$ cat src/rtl/sync_fifo.sv
// Single-clock FIFO with registered read port and full/empty flags.
// Optional sticky overflow/underflow outputs are enabled with SYNCFIFO_ERR_FLAGS_EN.
module sync_fifo #(
  parameter int WIDTH = 8,
  parameter int DEPTH = 16
) (
  input  logic             clk,
  input  logic             reset,
  input  logic [WIDTH-1:0] in,
  input  logic             wr_en,
  input  logic             rd_en,
  output logic             full,
  output logic             empty,
  output logic [WIDTH-1:0] out
`ifdef SYNCFIFO_ERR_FLAGS_EN
  ,
  output logic             overflow,
  output logic             underflow
`endif
);

  localparam int AW = $clog2(DEPTH);
  localparam int CW = AW + 1;

  logic [WIDTH-1:0] mem [DEPTH];
  logic [AW-1:0]    wr_ptr;
  logic [AW-1:0]    rd_ptr;
  logic [CW-1:0]    count;
  logic             wr_ok;
  logic             rd_ok;

  // Flags come straight off the registered count, so they settle one edge after the access.
  assign full  = (count == CW'(DEPTH));
  assign empty = (count == '0);
  assign wr_ok = wr_en && !full;
  assign rd_ok = rd_en && !empty;

  // NOTE: the storage array has no reset; stale words are unreachable once the pointers clear.
  always_ff @(posedge clk) begin
    if (!reset && wr_ok) begin
      mem[wr_ptr] <= in;
    end
  end

  // NOTE: every register uses <= so all state updates see the pre-edge values.
  always_ff @(posedge clk) begin
    if (reset) begin
      wr_ptr <= '0;
      rd_ptr <= '0;
      count  <= '0;
      out    <= '0;
    end else begin
      if (wr_ok) begin
        wr_ptr <= wr_ptr + AW'(1);
      end
      if (rd_ok) begin
        rd_ptr <= rd_ptr + AW'(1);
        out    <= mem[rd_ptr];
      end
      unique case ({wr_ok, rd_ok})
        2'b10:   count <= count + CW'(1);
        2'b01:   count <= count - CW'(1);
        default: count <= count;
      endcase
    end
  end

`ifdef SYNCFIFO_ERR_FLAGS_EN
  always_ff @(posedge clk) begin
    if (reset) begin
      overflow  <= 1'b0;
      underflow <= 1'b0;
    end else begin
      if (wr_en && full) begin
        overflow <= 1'b1;
      end
      if (rd_en && empty) begin
        underflow <= 1'b1;
      end
    end
  end
`endif

endmodule

$ cat config.mk
export PLATFORM = sky130hd
export DESIGN_NAME = sync_fifo
export DESIGN_NICKNAME = d
export VERILOG_FILES = /design/src/rtl/sync_fifo.sv
export SDC_FILE = /design/constraint.sdc
export NUM_CORES = 1
export LEC_CHECK = 0
export ABC_AREA = 1
export BUFFER_PORTS_ARGS = -buffer_cell sky130_fd_sc_hd__clkbuf_2
export CORE_AREA = 2 2 113 115
export DETAILED_ROUTE_END_ITERATION = 12
export DIE_AREA = 0 0 115 117
export PLACE_DENSITY_LB_ADDON = 0.08
export SYNTH_ARGS = -nofsm -noshare
export SYNTH_HDL_FRONTEND = slang
export SYNTH_SLANG_ARGS = --single-unit
$ cat constraint.sdc
create_clock -name clk -period 2.26 [get_ports clk]
set_input_delay 0.226 -clock clk [delete_from_list [all_inputs] [get_ports clk]]
set_output_delay 0.226 -clock clk [all_outputs]
set_load 0.02 [all_outputs]
==> results by group <==
Status
  – Status: finished, final reports clean

Routing
  – Vias: 4555
  – Post-Route WL: 14700 um
  – Antenna viol nets, final: 0
  – WL/cell: between 15 and 20 um
  – Vias/cell: 5.24
  – 1st-iter DRT viols: around 340
  – Iteration count of the initial detailed-routing pass: 5
  – DRC: 0

Power and ir drop
  – Comb pwr share: roughly 27%
  – Pwr Total: between 8 and 9 mW
  – Clock power share: 32.8%
  – Static Leakage: 3.26 nW
  – Sw Pwr: 2.60 mW
  – PD cells: approximately 1100 nW/um^2
  – Sw Ratio: 32.4%
  – Int Pwr: 5.42 mW
  – Maximum VDD drop: around 0.51 mV
  – Register share of total power: 40.2%

Clock network
  – CTS Root Buffer Type: clkbuf_16
  – Number of buffers created by CTS: 17
  – Clock-pin slew on the worst setup and hold paths: roughly 60 ps
  – H-tree levels: 4
  – CTS tree: built
  – Clk Latency, worst-skew pair: 420 ps
  – Bufs on Longest Clock Path: 2
  – # hold bufs at CTS: 0
  – Clk sinks: around 150

Global routing
  – Vias in the first global route: 4223
  – Initial antenna violation count: 0
  – Largest net degree at the start of global routing: 67
  – First-pass GRT wire length: roughly 23000 um
  – GRT Util Overall: roughly a quarter
  – Grt ovf: 0

Timing
  – Hold Vio Cnt, Final: 0
  – Setup TNS: 0 ps
  – Tmin final: 2100 ps
  – Max-slew violation count: 0
  – Max_slew headroom: 51.1%
  – Peak Freq: between 0.4 and 0.5 GHz
  – Setup ws final: around 160 ps
  – Final Setup Violations: 0
  – Actual slew at the worst max-slew pin: 734 ps
  – Hold slack: 116 ps
  – RSZ-0062 raised after global routing: no
  – Period utilization: 92.8%
  – Clock skew: 9.16 ps

Yosys
  – Post-synthesis net count: 688
  – Synth top area share: a little under 60%
  – Post-synthesis register bit count: 149
  – Synth cell types: 24
  – Synth area leaders: edfxtp_1 58%, nand2_1 12%, nand3_1 7.4%
  – Yosys warnings: 0
  – Syn_area_per_cell: just under 10 sq um
  – Mapped Area: 6570 sq um
  – Post-synthesis sequential area ratio: 64.9%
  – Leading area contributor after synthesis: edfxtp_1
  – Mapped Cells: 666

Min path
  – Hold Crit Class: in -> reg

Placed design
  – Post-placement worst setup slack: -6.16 ps
  – Buffers on Ports: 21
  – Global placement routability congestion: 0.848
  – Placed Instances: 837
  – Final HPWL DP: just over 9000 um

Final layout
  – Post-route insts no fill: 870
  – Ant diodes: 0
  – Fraction of layout cells with a size suffix above 1: 11.9%
  – Fin nets: about 730
  – P&R area growth vs syn: 14.0%

Die
  – Initial Util: 53.4%
  – Die height: approximately 120 um
  – Site Rows: just over 40
  – DIE AREA: 13500 sq um
  – Core footprint: 12300 sq um
  – Die X: 115 um
  – # IOs: 22

Critical path
  – WP data required: 2620 ps
  – Path type of the worst setup path: reg -> reg
  – Worst setup EP type: flop
  – CP Data Arrival Time: 2450 ps
  – CP startpoint kind: flop
  – CP max FO: 6

Job
  – Max-cap viol count: 0
## metal layers
metal	vias up	track usage [%]	share of wire [%]
met2	130	37.9	48
li1	2235	-	-
met3	31	4.79	5.1
met4	0	10.2	3.0
met1	2159	32.1	44
met5	-	0	0
## registers in the layout (all words and copies together), names as in the netlist
register / flops
count: 5
mem: 128
out: 8
rd_ptr: 4
wr_ptr: 4
## cell usage in the layout, fill, tap and decap left out, drive strengths merged, types with 9 or more instances in the layout
master,count
inv,93
clkbuf,42
ha,9
nand3,97
a21oi,12
nor2,36
dfxtp,21
nand2,220
edfxtp,128
buf,30
## power by group through the flow
stage | clock, mW | sequential [mW] | combinational, mW
global placement | 0 | 3.27 | 2.10
CTS | 2.68 | 3.22 | 2.17
finish | 2.63 | 3.22 | 2.17
detailed placement | 0 | 3.27 | 2.16
floorplan | 0 | 3.33 | 1.49
global route | 2.79 | 3.23 | 2.43
## critical path, stage by stage (launching register included)
cell and delay (ps):
dfxtp_1 360, inv_1 110, nand4_1 140, nand2_2 100, inv_2 90, ha_4 160
inv_1 60, fa_1 410, inv_1 70, nand2_1 60, a21boi_0 160, o21bai_1 80
nand2_1 60, nand2_1 50, a21oi_1 110
## per-stage QoR
| stage | utilization [%] | area, sq um |
|---|---|---|
| after floorplan | - | 6570 |
| after global placement | 56.3 | 6930 |
| after detailed placement | 56.3 | 6930 |
| after CTS | 60.8 | 7480 |
| after global routing | 60.9 | 7500 |
| final | 60.9 | 7500 |
## synth_stat cells, drive strengths merged
cell    count
nand2     220
edfxtp    128
nand3      97
inv        93
nor2       36
buf        26
dfxtp      21
a21oi      12
ha          9
o21ai       8
xor2        4
clkbuf      3
clkinv      2
nand4       2
a21boi      1
fa          1
nor3b       1
o21bai      1
xnor2       1
## repair_timing
action,4_1_cts,5_1_grt
resized for setup,1,1
setup buffers,0,1
gates cloned,0,0
setup endpoints to repair,1,1
pin swaps,0,1
## logic make-up (layout without fill, tap and decap cells)
group	count (synthesis)	after routing	synth area share, %
flops	149	149	64.9
buf+inv	124	178	8.24
compound gates	22	22	1.75
simple gates	356	356	22.5
fa+ha+maj	10	10	2.02
xor+xnor	5	5	0.666
## path summary, 6_finish.rpt
check	startpoint	to	cells after the start	slack, ps
hold reg to reg	wr_ptr[3]$_SDFFE_PP0P_	wr_ptr[3]$_SDFFE_PP0P_	2	510
setup reg to reg	count[1]$_SDFFE_PP0P_	count[4]$_SDFFE_PP0P_	14	160
hold / removal	rd_en	rd_ptr[0]$_SDFFE_PP0P_	3	120
setup / recovery	count[1]$_SDFFE_PP0P_	count[4]$_SDFFE_PP0P_	14	160
## area by class of cell
class	count	area [sq um]
well taps	150	188
multi-input cells	393	1780
clock inverters	11	111
repair buffers	51	355
clock buffers	21	440
fillers	1017	4810
inverters	95	357
flip-flops and latches	149	4270
Power figures use the tool's default switching activity.
